--- src/rtl/pipeline_hazard_ctrl.sv ---
// Pipeline hazard controller: resolves stall/flush controls for a 5-stage pipeline,
// tracks data-memory wait timeouts and keeps saturating stall/flush counters.
module pipeline_hazard_ctrl #(
  parameter int TIMEOUT = 255,
  parameter int CNT_W   = 16
) (
  input  logic             clk,
  input  logic             rst,
  input  logic [4:0]       id_rs,
  input  logic [4:0]       id_rt,
  input  logic             id_use_rs,
  input  logic             id_use_rt,
  input  logic             ex_mem_read,
  input  logic [4:0]       ex_rd,
  input  logic             branch_taken,
  input  logic             imem_ready,
  input  logic             dmem_req,
  input  logic             dmem_ready,
  input  logic             cnt_clr,
  output logic             pc_stall,
  output logic             if_id_stall,
  output logic             id_ex_stall,
  output logic             ex_mem_stall,
  output logic             if_id_flush,
  output logic             id_ex_flush,
  output logic [1:0]       state,
  output logic             mem_timeout,
  output logic [CNT_W-1:0] stall_cycles,
  output logic [CNT_W-1:0] flush_count
);

  typedef enum logic [1:0] {
    ST_RUN  = 2'd0,
    ST_WAIT = 2'd1,
    ST_ERR  = 2'd2
  } state_t;

  state_t           state_reg;
  logic [7:0]       wcnt_reg;
  logic [CNT_W-1:0] stall_cnt_reg;
  logic [CNT_W-1:0] flush_cnt_reg;

  logic in_err;
  logic mem_wait;
  logic load_use;
  logic hit_timeout;
  logic branch_fire;

  assign in_err      = (state_reg == ST_ERR);
  assign mem_wait    = dmem_req & ~dmem_ready;
  assign load_use    = ex_mem_read & (ex_rd != 5'd0) &
                       ((id_use_rs & (id_rs == ex_rd)) | (id_use_rt & (id_rt == ex_rd)));
  assign hit_timeout = ~in_err & mem_wait & (({1'b0, wcnt_reg} + 9'd1) == 9'(TIMEOUT));
  assign branch_fire = ~in_err & ~mem_wait & branch_taken;

  // Priority: error, memory wait, taken branch, load-use, fetch miss.
  always_comb begin
    pc_stall     = 1'b0;
    if_id_stall  = 1'b0;
    id_ex_stall  = 1'b0;
    ex_mem_stall = 1'b0;
    if_id_flush  = 1'b0;
    id_ex_flush  = 1'b0;
    if (in_err || mem_wait) begin
      pc_stall     = 1'b1;
      if_id_stall  = 1'b1;
      id_ex_stall  = 1'b1;
      ex_mem_stall = 1'b1;
    end else if (branch_taken) begin
      if_id_flush = 1'b1;
      id_ex_flush = 1'b1;
    end else if (load_use) begin
      pc_stall    = 1'b1;
      if_id_stall = 1'b1;
      id_ex_flush = 1'b1;
    end else if (!imem_ready) begin
      pc_stall    = 1'b1;
      if_id_flush = 1'b1;
    end
  end

  always_ff @(posedge clk or posedge rst) begin
    if (rst) begin
      state_reg <= ST_RUN;
      wcnt_reg  <= 8'd0;
    end else begin
      case (state_reg)
        ST_RUN: begin
          if (mem_wait) begin
            state_reg <= hit_timeout ? ST_ERR : ST_WAIT;
            wcnt_reg  <= 8'd1;
          end
        end
        ST_WAIT: begin
          if (mem_wait) begin
            if (hit_timeout) state_reg <= ST_ERR;
            wcnt_reg <= wcnt_reg + 8'd1;
          end else begin
            state_reg <= ST_RUN;
            wcnt_reg  <= 8'd0;
          end
        end
        ST_ERR: begin
          state_reg <= ST_ERR;
        end
        default: begin
          state_reg <= ST_RUN;
          wcnt_reg  <= 8'd0;
        end
      endcase
    end
  end

  // The edge that enters ERR already belongs to the error episode, so it is not counted.
  always_ff @(posedge clk or posedge rst) begin
    if (rst) begin
      stall_cnt_reg <= '0;
      flush_cnt_reg <= '0;
    end else if (cnt_clr) begin
      stall_cnt_reg <= '0;
      flush_cnt_reg <= '0;
    end else begin
      if (pc_stall && !in_err && !hit_timeout && (stall_cnt_reg != '1))
        stall_cnt_reg <= stall_cnt_reg + 1'b1;
      if (branch_fire && (flush_cnt_reg != '1))
        flush_cnt_reg <= flush_cnt_reg + 1'b1;
    end
  end

  assign state        = state_reg;
  assign mem_timeout  = in_err;
  assign stall_cycles = stall_cnt_reg;
  assign flush_count  = flush_cnt_reg;

endmodule

--- config.mk ---
export PLATFORM = sky130hd
export DESIGN_NAME = pipeline_hazard_ctrl
export DESIGN_NICKNAME = d
export VERILOG_FILES = /design/src/rtl/pipeline_hazard_ctrl.sv
export SDC_FILE = /design/constraint.sdc
export NUM_CORES = 1
export LEC_CHECK = 0
export ABC_AREA = 1
export CAP_MARGIN = 25
export CORE_ASPECT_RATIO = 1.4
export CORE_MARGIN = 2
export CORE_UTILIZATION = 50
export DETAILED_ROUTE_END_ITERATION = 8
export GPL_TIMING_DRIVEN = 1
export PLACE_DENSITY_LB_ADDON = 0.1
export SETUP_SLACK_MARGIN = 0.3
export SLEW_MARGIN = 40
export SYNTH_ARGS = -nofsm -noshare
export SYNTH_HDL_FRONTEND = slang
export SYNTH_SLANG_ARGS = --single-unit
--- constraint.sdc ---
create_clock -name clk -period 4.28 [get_ports clk]
set_clock_uncertainty 0.05 [all_clocks]
set_input_delay 0.642 -clock clk [delete_from_list [all_inputs] [get_ports clk]]
set_output_delay 0.642 -clock clk [all_outputs]
set_load 0.005 [all_outputs]
==> impl_metrics.yaml, run 1 <==
run_status:
  status: "finished, final reports clean"
logic_synthesis:
  synthArstFlopShare_pct: 100.0
  muxShareOfSynthArea_pct: 0
  yosysWarnings: 0
  yosysSeqAreaShare_pct: 37.42
  synth_flop_cell: "dfrtp_1"
  synth_top_area_share_pct: 37.42
  syn_area_sq_um: 2809
  synthSimpleGateAreaFrac_pct: 36.44
  syn-instance-count: 401
  yosys-top-cells-area: "dfrtp_1, nand2_1, inv_1"
  yosys_register_bits: 42
  synth-compound-area-share_pct: 7.483
  avgSynthCellArea_sq_um: 7.005
  synth_fa_ha_area_share_pct: 1.782
  yosysMostFrequentCell: "nand2_1"
  yosysTopAreaCell: "dfrtp_1"
  synth_xor_area_share_pct: 5.301
  synth_top_family_by_area: "simple AND/OR/NAND/NOR gates"
  synth_edf_count: 0
  ys_types: 35
  synth_nets: 430
  yosys-top-cells-count: "nand2_1, inv_1, nand3_1"
setup_path:
  path_cells: "clkdlybuf4s50_1 > inv_1 > nand4_1 > o21ai_0 > inv_1 > nand3_1 > nand2_1 > a21oi_1 > clkdlybuf4s50_1"
  cp_data_arrival_time_ns: 2.33
  required_ns: 3.59
  path_max_fanout: 3
  crit_path_end_kind: "output port"
  cp_slowest_cell: "clkdlybuf4s50_1"
  critical_path_class: "in2out"
  startpoint_type: "primary input"
  crit_path_max_incr_delay_ns: 0.52
  crit_buf_inv: 4
  crit_family: "buffers and inverters"
floorplanning:
  start_util_pct: 51.21
  dieArea_sq_um: 6242
  placementRows: 32
  core_sq_um: 5485
  die_w_um: 67.35
  num_io_pins: 66
  die_h_um: 92.69
drt:
  wl_mm: 6.635
  vias_per_cell: 5.213
  drt_first_pass_iters: 4
  drc: 0
  drt_iter0_markers: 146
  antenna_left: 0
  vias: 2794
  wl_per_cell_um: 12.38
global_routing:
  grt_max_degree: 43
  grt_overflow: 0
  grt_use_total_pct: 23.15
  antenna_found_initial: 0
  grt_first_pass_wirelength_mm: 11.46
  grt_pass1_vias: 2744
layout:
  finalNetCount: 496
  drive_gt1_share_pct: 6.197
  num_antenna_cells: 0
  area_growth_syn_to_layout_pct: 28.55
  fin_util_pct: 65.83
power_and_ir_drop:
  power.leakage_nw: 1.815
  peakVddDrop_uv: 164.5
  power_frac_comb_pct: 8.6
  power-per-cell-area_nw_per_um2: 218.6
  clock_power_share_pct: 40.5
  switching_share_pct: 23.31
  p_switching_mw: 0.1840
  intPower_mw: 0.6054
  sequentialPowerShare_pct: 50.9
sta:
  fin_crit_ns: 3.027
  maxSlewViolCount: 0
  worst_pin_slew_ns: 0.5472
  relSlewSlack_pct: 63.52
  timing.fmax_mhz: 330.4
  grt_setup_unrepaired: "false"
  hold_violations: 0
  layout_worst_path_cycle_share_pct: 70.72
  fin_ws_ns: 1.253
  setup_viol_count_final: 0
  final.setup.tns_ns: 0
  hold_slack_ns: 0.4765
placement:
  dp_slack_ns: 1.247
  dpl.hpwl_mm: 4.899
  globalplace.congestion: 0.8582
  io_buffers: 65
run:
  drv_cap: 0
clocking:
  insertion_delay_ns: 0.30
  postCtsSetupBuffers: 0
  cts_resized: 0
  hold_buffers: 0
  cts_root_buf: "clkbuf_8"
  clk_path_buf_depth: 2
  tritoncts: "built"
  cts.sinks: 42
  htreeDepth: 2
  numCtsBuffers: 5
  clk_pin_slew_ns: 0.08
min_path:
  hold_class: "reg2reg"
kinds of logic after synthesis:
family,after synthesis
adder cells (fa/ha/maj),4
AO/OA/AOI/OAI,36
flip-flops,42
AND/OR/NAND/NOR,222
XOR/XNOR,17
buffers and inverters,80
routing by layer:
metal	up-vias	GRT usage, %	share of wire (%)
met5	-	0	0
met1	1300	27.31	41
met2	72	41.25	53
met4	0	6.803	1.3
met3	12	4.617	4.8
li1	1410	-	-
cell type report:
type | count | area (sq um)
multi-input combinational | 279 | 1433
clock buffer | 7 | 76.32
timing repair buffer | 67 | 665.6
inverter | 72 | 270.3
fill | 478 | 1874
clock inverter | 1 | 30.03
sequential | 42 | 1051
tap | 68 | 85.08
path summary, 6_finish.rpt:
| kind | startpoint | to | slack (ns) | cells after the start |
|---|---|---|---|---|
| worst max-delay path | ex_rd[3] | if_id_flush | 1.25 | 9 |
| worst min-delay path | flush_count[8]$_DFFE_PP0P_ | flush_count[8]$_DFFE_PP0P_ | 0.48 | 1 |
| worst max register to register | wcnt_reg[1]$_DFFE_PP0P_ | stall_cycles[13]$_DFFE_PP0P_ | 2.24 | 12 |
| worst min register to register | flush_count[8]$_DFFE_PP0P_ | flush_count[8]$_DFFE_PP0P_ | 0.48 | 1 |
| max in group asynchronous | rst | stall_cycles[3]$_DFFE_PP0P_ | 3.08 | 3 |
| min in group asynchronous | rst | flush_count[15]$_DFFE_PP0P_ | 0.72 | 3 |
cell usage in the layout (no fill, tap or decap), types with 4 or more instances in the layout:
cell type | synthesis | layout
a21oi_1 | 10 | 10
dfrtp_1 | 42 | 42
xor2_1 | 16 | 16
nand4_1 | 11 | 11
clkbuf_8 | 0 | 5
nor3_1 | 6 | 6
nand2_2 | 4 | 4
ha_1 | 4 | 4
o21ai_0 | 14 | 14
o22ai_1 | 5 | 5
nand3_1 | 51 | 51
clkdlybuf4s50_1 | 0 | 65
nand2_1 | 104 | 104
nor2_2 | 6 | 6
inv_1 | 70 | 70
nor2_1 | 27 | 27
power by group through the flow:
stage	logic, mW	clock network, mW	registers, mW
3_3_place_gp	0.0678	0	0.409
5_1_grt	0.0787	0.341	0.402
2_1_floorplan	0.0359	0	0.409
4_1_cts	0.0689	0.324	0.402
3_5_place_dp	0.0688	0	0.410
6_report	0.0680	0.320	0.402
metrics by stage:
step | std cells | total power, mW | area [sq um]
floorplan | 401 | 0.4449 | 2809
global placement | 528 | 0.4771 | 3505
detailed placement | 528 | 0.4784 | 3505
CTS | 536 | 0.7948 | 3611
global route | 536 | 0.8214 | 3611
finish | 536 | 0.7895 | 3611
Note: power is estimated with default switching activity, not from simulation.
==> run 2, diff against run 1 <==
==> constraint.sdc (replaced) <==
create_clock -name clk -period 2.8 [get_ports clk]
set_clock_uncertainty 0.05 [all_clocks]
set_input_delay 0.42 -clock clk [delete_from_list [all_inputs] [get_ports clk]]
set_output_delay 0.42 -clock clk [all_outputs]
set_load 0.005 [all_outputs]
==> run 2 against run 1 <==
Compared with the run above: critical path depth is 2 higher; power grew 44%; sequential share of layout area grew 0.13 points; non-clock buffer count unchanged; cell area is 0.45% lower; critical endpoint unchanged.
==> impl_metrics.yaml, run 2 (synthesis gave the netlist of run 1 again) <==
floorplanning:
  start_util_pct: 51.21
  die_w_um: 67.35
  core_sq_um: 5485
  dieArea_sq_um: 6242
  die_h_um: 92.69
  placementRows: 32
  num_io_pins: 66
sta:
  setup_viol_count_final: 0
  hold_violations: 0
  layout_worst_path_cycle_share_pct: 82.99
  relSlewSlack_pct: 63.88
  final.setup.tns_ns: 0
  worst_pin_slew_ns: 0.5419
  fin_crit_ns: 2.324
  fin_ws_ns: 0.4764
  timing.fmax_mhz: 430.4
  maxSlewViolCount: 0
  grt_setup_unrepaired: "false"
min_path:
  hold_start: "flush_count[8]$_DFFE_PP0P_"
  hold_class: "reg2reg"
power_and_ir_drop:
  clock_power_share_pct: 36.7
  switching_share_pct: 26.19
  power-per-cell-area_nw_per_um2: 315.3
  peakVddDrop_uv: 181.3
  intPower_mw: 0.8366
  sequentialPowerShare_pct: 54.2
  power.leakage_nw: 1.818
  p_switching_mw: 0.2969
  power_frac_comb_pct: 9.2
placement:
  dp_slack_ns: 0.1881
  io_buffers: 65
  globalplace.congestion: 0.8353
  dpl.hpwl_mm: 4.839
drt:
  vias: 2767
  drt_iter0_markers: 143
  wl_per_cell_um: 11.98
  wl_mm: 6.423
  drc: 0
  antenna_left: 0
  vias_per_cell: 5.162
  drt_first_pass_iters: 4
clocking:
  postCtsSetupBuffers: 0
  clk_path_buf_depth: 2
  htreeDepth: 2
  cts_root_buf: "clkbuf_8"
  insertion_delay_ns: 0.30
  cts.sinks: 42
  hold_buffers: 0
  numCtsBuffers: 5
  clk_pin_slew_ns: 0.09
  tritoncts: "built"
global_routing:
  grt_pass1_vias: 2650
  grt_overflow: 0
  antenna_found_initial: 0
  grt_use_total_pct: 22.43
  grt_first_pass_wirelength_mm: 11.12
  grt_max_degree: 43
run:
  drv_cap: 0
setup_path:
  crit_path_max_incr_delay_ns: 0.52
  crit_path_end_kind: "output port"
  startpoint_type: "primary input"
  required_ns: 2.33
  crit_family: "buffers and inverters"
  cp_common_cell: "nand2_1"
  cp_slowest_cell: "clkdlybuf4s50_1"
  r2r-start: "wcnt_reg[1]$_DFFE_PP0P_"
  critical_path_class: "in2out"
  crit_buf_inv: 3
  path_cells: "clkdlybuf4s50_1 > inv_1 > nand2_1 > nand2_1 > nor2_1 > nand3_1 > nand2_1 > nand3_1 > nand2_1 > a21oi_1 > dlygate4sd2_1"
  path_max_fanout: 4
  crit_start: "ex_rd[4]"
  cp_data_arrival_time_ns: 1.85
layout:
  fin_util_pct: 65.53
  num_antenna_cells: 0
  layout_common_cells: "nand2_1, inv_1, clkdlybuf4s50_1, nand3_1, dfrtp_1"
  fillers: 507
  final_common_cell: "nand2_1"
  finalNetCount: 496
  drive_gt1_share_pct: 6.624
  area_growth_syn_to_layout_pct: 27.97
run_status:
  status: "finished, final reports clean"
run 2: area by class of cell:
class                   instances  area, sq um  share of cell area, %
well taps                      68        85.08                  2.367
inverters                      72        270.3                  7.518
repair buffers                 67        663.1                  18.45
flip-flops and latches         42         1051                  29.24
multi-input cells             279         1433                  39.85
clock buffers                   5        68.82                  1.914
clock inverters                 3        23.77                 0.6613
run 2: routing by layer:
metal	part of all wire (%)	vias up	GRT usage (%)	wire length (um)
met5	0	-	0	0
met4	1.5	0	7.993	99
met3	4.8	9	4.739	309
li1	-	1402	-	-
met1	41	1287	25.76	2656
met2	52	69	39.85	3357
run 2: per-stage QoR:
step | total power, mW | cells | hold slack, ns | cell area [sq um]
6_report | 1.133 | 536 | 0.4831 | 3595
5_1_grt | 1.176 | 536 | 0.5167 | 3595
4_1_cts | 1.144 | 536 | 0.4879 | 3592
3_5_place_dp | 0.7307 | 528 | 0.4753 | 3505
3_3_place_gp | 0.7290 | 528 | 0.4668 | 3505
2_1_floorplan | 0.6801 | 401 | 0.4457 | 2809
run 2: final timing paths:
check | end | slack, ns | cells after the start
worst max-delay path | if_id_flush | 0.48 | 11
worst min-delay path | flush_count[8]$_DFFE_PP0P_ | 0.48 | 1
worst max register to register | stall_cycles[6]$_DFFE_PP0P_ | 0.77 | 12
worst min register to register | flush_count[8]$_DFFE_PP0P_ | 0.48 | 1
max in group asynchronous | stall_cycles[6]$_DFFE_PP0P_ | 1.83 | 3
min in group asynchronous | wcnt_reg[0]$_DFFE_PP0P_ | 0.50 | 3
run 2: power by group through the flow:
stage / clock, mW / combinational (mW) / sequential, mW
final: 0.416 / 0.104 / 0.614
after global routing: 0.442 / 0.119 / 0.615
after CTS: 0.425 / 0.105 / 0.614
after detailed placement: 0 / 0.105 / 0.626
after global placement: 0 / 0.103 / 0.626
after floorplan: 0 / 0.0549 / 0.625
run 2: worst register-to-register path, cell delays in order, from the launching register on:
cell and delay [ns]:
dfrtp_1 0.42, ha_1 0.21, nand2_1 0.10, nor2_1 0.14
nand3_1 0.08, nand2_1 0.11, nor2_2 0.05, nand3_1 0.10
nand2_1 0.06, nand2_1 0.07, nand3_2 0.29, nand3_1 0.17
nand2_1 0.07
run 2: what timing repair did:
item | in CTS | in global routing
endpoints found under the setup margin | 4 | 1
gates resized for setup | 5 | 1
hold endpoints to repair | 0 | 0
pin swaps | 1 | 2
